==> config.mk <==
export PLATFORM = sky130hd
export DESIGN_NAME = misr_core
export DESIGN_NICKNAME = d
export VERILOG_FILES = /design/src/rtl/eqed_sig_pkg.sv /design/src/rtl/misr_core.sv
export SDC_FILE = /design/constraint.sdc
export NUM_CORES = 1
export LEC_CHECK = 0
export CORE_MARGIN = 4
export CORE_UTILIZATION = 26
export DETAILED_ROUTE_END_ITERATION = 12
export PLACE_DENSITY_LB_ADDON = 0.3
export REMOVE_ABC_BUFFERS = 1
export SLEW_MARGIN = 5
export SYNTH_ARGS = -nofsm -noshare
export SYNTH_HDL_FRONTEND = slang
export SYNTH_SLANG_ARGS = --single-unit
export TNS_END_PERCENT = 100
==> constraint.sdc <==
create_clock -name clk -period 1.6 [get_ports clk]
set_input_delay 0.24 -clock clk [delete_from_list [all_inputs] [get_ports clk]]
set_output_delay 0.24 -clock clk [all_outputs]
set_load 0.02 [all_outputs]
==> src/rtl/eqed_sig_pkg.sv <==
// Shared types and defaults for the E-QED MISR signature checker.
package eqed_sig_pkg;

    localparam int unsigned DEF_WIDTH = 6;
    localparam int unsigned DEF_IN_W  = 3;
    localparam int unsigned DEF_CNT_W = 8;

    // Feedback from bits 4 and 5 of the default 6-bit signature
    localparam logic [DEF_WIDTH-1:0] DEF_TAPS = 6'b110000;

    typedef enum logic [1:0] {
        IDLE = 2'd0,
        RUN  = 2'd1,
        DONE = 2'd2
    } state_e;

    // One compression step for the default geometry: shift left, parity
    // feedback into bit 0, din[k] folded into bit 2k.
    function automatic logic [DEF_WIDTH-1:0] misr_next(
        input logic [DEF_WIDTH-1:0] s,
        input logic [DEF_IN_W-1:0]  din,
        input logic [DEF_WIDTH-1:0] taps
    );
        logic [DEF_WIDTH-1:0] n;
        n = {s[DEF_WIDTH-2:0], ^(s & taps)};
        for (int k = 0; k < int'(DEF_IN_W); k++) begin
            n[2*k] = n[2*k] ^ din[k];
        end
        return n;
    endfunction

endpackage

==> src/rtl/misr_core.sv <==
// Registered multiple-input signature register with seed load.
// WIDTH must be at least 2*IN_W-1 so every injected bit lands inside sig.
module misr_core
    import eqed_sig_pkg::*;
#(
    parameter int unsigned      WIDTH = DEF_WIDTH,
    parameter int unsigned      IN_W  = DEF_IN_W,
    parameter logic [WIDTH-1:0] TAPS  = WIDTH'(DEF_TAPS)
) (
    input  logic             clk,
    input  logic             rst,
    input  logic             load,
    input  logic [WIDTH-1:0] seed,
    input  logic             en,
    input  logic [IN_W-1:0]  din,
    output logic [WIDTH-1:0] sig,
    output logic [WIDTH-1:0] sig_next
);

    logic [WIDTH-1:0] sig_q;
    logic [WIDTH-1:0] inject;

    // Spread din onto the even signature bits
    always_comb begin
        inject = '0;
        for (int k = 0; k < int'(IN_W); k++) begin
            inject[2*k] = din[k];
        end
    end

    // Next signature: shift with parity feedback, then fold in the beat
    always_comb begin
        sig_next = {sig_q[WIDTH-2:0], ^(sig_q & TAPS)} ^ inject;
    end

    // Signature register; a seed load wins over compression
    always_ff @(posedge clk or negedge rst) begin
        if (!rst) begin
            sig_q <= '0;
        end else if (load) begin
            sig_q <= seed;
        end else if (en) begin
            sig_q <= sig_next;
        end
    end

    assign sig = sig_q;

endmodule

==> impl_metrics.csv, run 1 <==
group,metric,value,unit
status,status,"finished clean",
logic_synthesis,synth_area_leader_cell,"dfrtp_1",
grt,grt_max_degree,11,
grt,overflow,0,
setup_path,setup.worst_path.class,"reg -> out",
timing,setup_viol,0,
power_and_ir_drop,leakage,0.300,nW
die,row_count,12,
setup_path,rr_worst_depth,4,
routing,vias_per_cell,4.26,
hold_path,hold_class,"in -> async",
logic_synthesis,synthesis.area,338,um^2
grt,grt_pass1_wl,1230,um
power_and_ir_drop,clockPowerShare,0.234,
finish,syn_to_final_growth,85.9,%
logic_synthesis,synthCells,31,
logic_synthesis,ys_types,9,
finish,instances_no_fill,73,
logic_synthesis,ys_seq_area_frac,0.444,
routing,vias,311,
timing,worst_pin_slew,0.274,ns
routing,drt_first_iter_violations,4,
routing,drc,0,
setup_path,reg2reg_setup_slack,0.08,ns
setup_path,endpoint_kind,"output port",
cts,clk_path_buf_depth,2,
setup_path,cp_top_family,"buffers and inverters",
power_and_ir_drop,intPower,0.401,mW
finish,design_area,628,um^2
placed_design,place.gp.congestion,0.739,
placed_design,post-place-ws,-0.171,ns
finish,drive_above_1_share,0.203,
cts,insertion_delay,0.24,ns
setup_path,cp_slowest_cell,"clkdlybuf4s50_1",
logic_synthesis,synth_top_area_share,0.444,
logic_synthesis,yosysMostFrequentCell,"dfrtp_1",
power_and_ir_drop,p_comb_frac,0.444,
cts,cts_buffers,3,
die,io_pins,25,
timing,whs,0.244,ns
timing,hold_viol,0,
placed_design,hpwl,665,um
grt,grtUsageTotal,0.0894,
power_and_ir_drop,finalPower,0.582,mW
routing,post_drt_wl_per_cell,11.2,um
cts,h-tree-depth,1,
die,fp.dieH,44.0,um
setup_path,cp.arrival,1.31,ns
setup_path,crit_buf_inv,2,
grt,grt_pass1_vias,323,
setup_path,r2r_start,"sig[5]$_DFFE_PN0P_",
routing,drt_first_pass_iters,4,
timing,drv_slew,0,
logic_synthesis,async_flop_share,1.00,
cts,cts_tree,"yes",
power_and_ir_drop,switchingPower,0.181,mW
finish,largest_register_ffs,6,
finish,nets,74,
finish,fill_cells,126,
cts,clock-sinks,6,
timing,finalCriticalPeriod,1.55,ns
timing,fmax,0.645,GHz
die,coreArea,1170,um^2
cts,post_cts_buffers,0,
die,die_area,1940,um^2
setup_path,timing.rr.end,"sig[0]$_DFFE_PN0P_",
cts,path_clk_slew,0.04,ns
finish,diodes,0,
logic_synthesis,ys_ff_latch,6,
logic_synthesis,yosys-top-cells-area,"dfrtp_1 44%, mux2i_1 15%, o21ai_0 7.4%, xor3_1 7.0%, buf_4 6.7%",
power_and_ir_drop,p_seq_frac,0.323,
power_and_ir_drop,powerDensity,927,nW/um^2
timing,fin_ws,0.0487,ns
job,maxCapViolations,0,
logic_synthesis,yosys_warnings,0,
logic_synthesis,syn_area_per_cell,10.9,um^2
grt,antenna_found_initial,0,
setup_path,path_cells,"buf_4, clkdlybuf4s50_1",
routing,routed_wl,818,um
setup_path,worst_ep_required_time,1.36,ns
timing,rsz0062_at_grt,"no",
logic_synthesis,synth_edf_count,0,
power_and_ir_drop,sw_frac_of_total,0.310,
placed_design,numPortBuffers,24,
die,dieWidth,44.0,um
timing,post-route-period-util,0.970,
timing,clock_skew,0.000360,ns
placed_design,dp_cells,70,
die,start_util,0.288,
setup_path,worst_setup_path_start_kind,"flop",
finish,finish.utilization,0.536,
logic_synthesis,ys.flop_type,"dfrtp_1",
cts,cts_root_buf,"clkbuf_4",
routing,ant_nets,0,
timing,relSlewSlack,0.817,
placed_design,place_area,611,um^2
logic_synthesis,synth_common_cells,"6 x dfrtp_1, 5 x mux2i_1, 5 x nand2_1, 5 x o21ai_0, 3 x buf_4",
power_and_ir_drop,peakVddDrop,401,uV
setup_path,cpPeakStageDelay,0.59,ns
timing,fin_tns_setup,0,ns
cts,cts-hold-fix-buffers,0,
setup_path,critPathMaxFanout,4,
worst max-delay path by stage:
| stage | to | slack, ns | from | depth (start not counted) |
|---|---|---|---|---|
| floorplan | sig[0]$_DFFE_PN0P_ | -0.17 | sig[4]$_DFFE_PN0P_ | 3 |
| global placement | sig_next[4] | -0.17 | din[2] | 3 |
| detailed placement | sig_next[2] | -0.17 | din[1] | 3 |
| CTS | sig_next[0] | 0.02 | sig[5]$_DFFE_PN0P_ | 2 |
| global route | sig[4] | 0.008 | sig[4]$_DFFE_PN0P_ | 2 |
| finish | sig[4] | 0.05 | sig[4]$_DFFE_PN0P_ | 2 |
logic make-up (layout without fill, tap and decap cells):
kind of cell	count (synthesis)	after routing	share of synthesized area
mux	7	7	0.215
flops	6	6	0.444
compound gates	5	5	0.0741
simple gates	5	5	0.0556
buf+inv	5	33	0.0889
xor+xnor	3	3	0.122
metal layers:
metal | up-vias | track usage | wire [um]
li1 | 159 | - | -
met1 | 130 | 0.103 | 378
met2 | 20 | 0.137 | 355
met3 | 2 | 0.0244 | 80
met4 | 0 | 0.0723 | 4
met5 | - | 0 | 0
power groups by stage:
stage                     logic [mW]  registers, mW  clock network [mW]
after detailed placement       0.275          0.190                   0
after global placement         0.272          0.190                   0
final                          0.258          0.188               0.136
after CTS                      0.264          0.188               0.144
after global routing           0.276          0.190               0.153
after floorplan               0.0724          0.228                   0
cell type report:
| class | count | area [um^2] | share of cell area |
|---|---|---|---|
| Timing Repair Buffer | 30 | 280 | 0.446 |
| Sequential cell | 6 | 150 | 0.239 |
| Multi-Input combinational cell | 20 | 158 | 0.251 |
| Tap cell | 14 | 17.5 | 0.0279 |
| Clock buffer | 3 | 22.5 | 0.0359 |
timing repair:
item	in CTS	in global routing
resized for setup	3	3
pin swaps	0	0
setup endpoints to repair	3	2
worst register-to-register path: stages, from the launching register on:
cell and delay, ns:
dfrtp_1 0.34, xor3_1 0.41, buf_4 0.14, mux2_2 0.25, mux2_2 0.25
placed cells by master (no fill, tap or decap):
cell type	count
mux2i_1	5
xor2_1	2
buf_4	6
clkdlybuf4s50_1	20
dfrtp_1	6
dlygate4sd2_1	2
nand2_1	5
mux2_2	2
xor3_1	1
clkbuf_2	1
dlymetal6s2s_1	1
clkbuf_4	3
o21ai_0	5
(Power assumes the default switching activity.)
==> run 2: changes to the inputs <==
GPL_TIMING_DRIVEN = 0   (was not set)
HOLD_SLACK_MARGIN = 0.1   (was not set)
==> run 2 against run 1 <==
Effect of this change:
- die area is the same
- via count shrank 2.9%
- critical path depth shrank 1
- fmax grew 1.9%
- clock power grew 9%
- design area shrank 7.2%
- routed wire length shrank 0.61%
- register-to-register slack gained 0.11 ns
- first-iteration DRC count shrank 25%
- total power shrank 2.9%
- cell count shrank 8.2%
- largest power group unchanged
- highest routed layer unchanged
==> impl_metrics.csv, run 2 (synthesis results as in run 1) <==
group,metric,value,unit
power_and_ir_drop,finalPower,0.565,mW
finish,layout_common_cells,"20 x clkdlybuf4s50_1, 6 x dfrtp_1, 5 x mux2i_1, 5 x nand2_1, 5 x o21ai_0",
cts,clk_path_buf_depth,2,
power_and_ir_drop,clockPowerShare,0.263,
die,fp.dieH,44.0,um
placed_design,numPortBuffers,24,
cts,path_clk_slew,0.05,ns
power_and_ir_drop,sw_frac_of_total,0.329,
timing,post-route-period-util,0.952,
routing,vias,302,
timing,rsz0062_at_grt,"no",
die,dieWidth,44.0,um
status,status,"finished clean",
setup_path,cpPeakStageDelay,0.63,ns
grt,overflow,0,
routing,drt_first_iter_violations,3,
hold_path,hold_class,"in -> async",
setup_path,reg2reg_setup_slack,0.19,ns
cts,cts_buffers,3,
placed_design,hpwl,609,um
power_and_ir_drop,intPower,0.379,mW
finish,layout_commonest_cell,"clkdlybuf4s50_1",
power_and_ir_drop,peakVddDrop,384,uV
setup_path,rr_worst_depth,3,
finish,instances_no_fill,67,
setup_path,worst_ep_required_time,1.36,ns
timing,drv_slew,0,
finish,diodes,0,
finish,nets,68,
power_and_ir_drop,switchingPower,0.186,mW
finish,final-seq-area,150,um^2
finish,fill_cells,124,
cts,h-tree-depth,1,
cts,cts_tree,"yes",
routing,routed_wl,813,um
setup_path,endpoint_kind,"output port",
setup_path,cp.arrival,1.28,ns
power_and_ir_drop,leakage,0.271,nW
timing,hold_viol,0,
setup_path,critPathMaxFanout,5,
setup_path,cp_slowest_cell,"clkdlybuf4s50_1",
cts,cts_resized,5,
grt,grt_pass1_wl,1260,um
grt,grt_pass1_vias,275,
routing,vias_per_cell,4.51,
die,start_util,0.288,
setup_path,cp_top_family,"buffers and inverters",
power_and_ir_drop,p_comb_frac,0.401,
cts,insertion_delay,0.25,ns
setup_path,cp.depth,1,
grt,grtUsageTotal,0.0971,
die,io_pins,25,
timing,worst_pin_slew,0.349,ns
cts,post_cts_buffers,0,
cts,clock-sinks,6,
routing,met1_length,337,um
die,coreArea,1170,um^2
placed_design,dp_cells,64,
timing,whs,0.224,ns
grt,grt_max_degree,12,
timing,setup_viol,0,
routing,post_drt_wl_per_cell,12.1,um
setup_path,path_cells,"clkdlybuf4s50_1",
job,maxCapViolations,0,
placed_design,place.gp.congestion,0.623,
finish,syn_to_final_growth,72.6,%
setup_path,setup.worst_path.class,"reg -> out",
timing,fmax,0.657,GHz
finish,drive_above_1_share,0.113,
cts,cts-hold-fix-buffers,0,
grt,antenna_found_initial,0,
routing,dr_wl_met3,134,um
power_and_ir_drop,powerDensity,969,nW/um^2
routing,top_layer_used,"met4",
setup_path,worst_setup_path_start_kind,"flop",
timing,clock_skew,0.00393,ns
finish,largest_register_ffs,6,
routing,drc,0,
timing,relSlewSlack,0.767,
finish,design_area,583,um^2
routing,drt_first_pass_iters,4,
die,die_area,1940,um^2
placed_design,place_area,566,um^2
routing,met2RoutedLength,321,um
routing,ant_nets,0,
finish,multi_input_area,158,um^2
cts,cts_root_buf,"clkbuf_4",
timing,finalCriticalPeriod,1.52,ns
power_and_ir_drop,p_seq_frac,0.336,
die,row_count,12,
setup_path,crit_buf_inv,1,
[run 2: worst paths after layout]
check / from / to
max in group asynchronous: rst / sig[1]$_DFFE_PN0P_
worst max-delay path: sig[4]$_DFFE_PN0P_ / sig[4]
worst min-delay path: rst / sig[5]$_DFFE_PN0P_
worst min register to register: sig[5]$_DFFE_PN0P_ / sig[5]$_DFFE_PN0P_
min in group clk: seed[3] / sig[3]$_DFFE_PN0P_
worst max register to register: sig[4]$_DFFE_PN0P_ / sig[0]$_DFFE_PN0P_
[run 2: area by class of cell]
| class | instances | share of cell area |
|---|---|---|
| flip-flops and latches | 6 | 0.258 |
| well taps | 14 | 0.0300 |
| multi-input cells | 20 | 0.270 |
| clock buffers | 3 | 0.0386 |
| repair buffers | 24 | 0.403 |
[run 2: through the flow]
| stage | setup TNS [ns] | utilization | setup slack [ns] |
|---|---|---|---|
| 2_1_floorplan | -0.167 | - | -0.167 |
| 3_3_place_gp | -0.534 | 0.483 | -0.175 |
| 3_5_place_dp | -0.538 | 0.483 | -0.176 |
| 4_1_cts | 0 | 0.501 | 0.0311 |
| 5_1_grt | 0 | 0.498 | 0.0190 |
| 6_report | 0 | 0.498 | 0.0773 |
[run 2: per-layer routing]
metal,track usage,vias up
met1,0.116,126
met5,0,-
met3,0.0732,3
met4,0.0723,0
li1,-,148
met2,0.113,25
[run 2: power by group through the flow]
stage / Clock, mW / Sequential, mW / Combinational, mW
global route: 0.169 / 0.194 / 0.243
floorplan: 0 / 0.228 / 0.0724
detailed placement: 0 / 0.193 / 0.244
finish: 0.148 / 0.190 / 0.227
CTS: 0.153 / 0.191 / 0.236
global placement: 0 / 0.193 / 0.242
[run 2: worst register-to-register path, stage by stage (launching register included)]
cell and delay, ns:
dfrtp_1 0.42, xor3_1 0.37, mux2_2 0.27, mux2_2 0.25
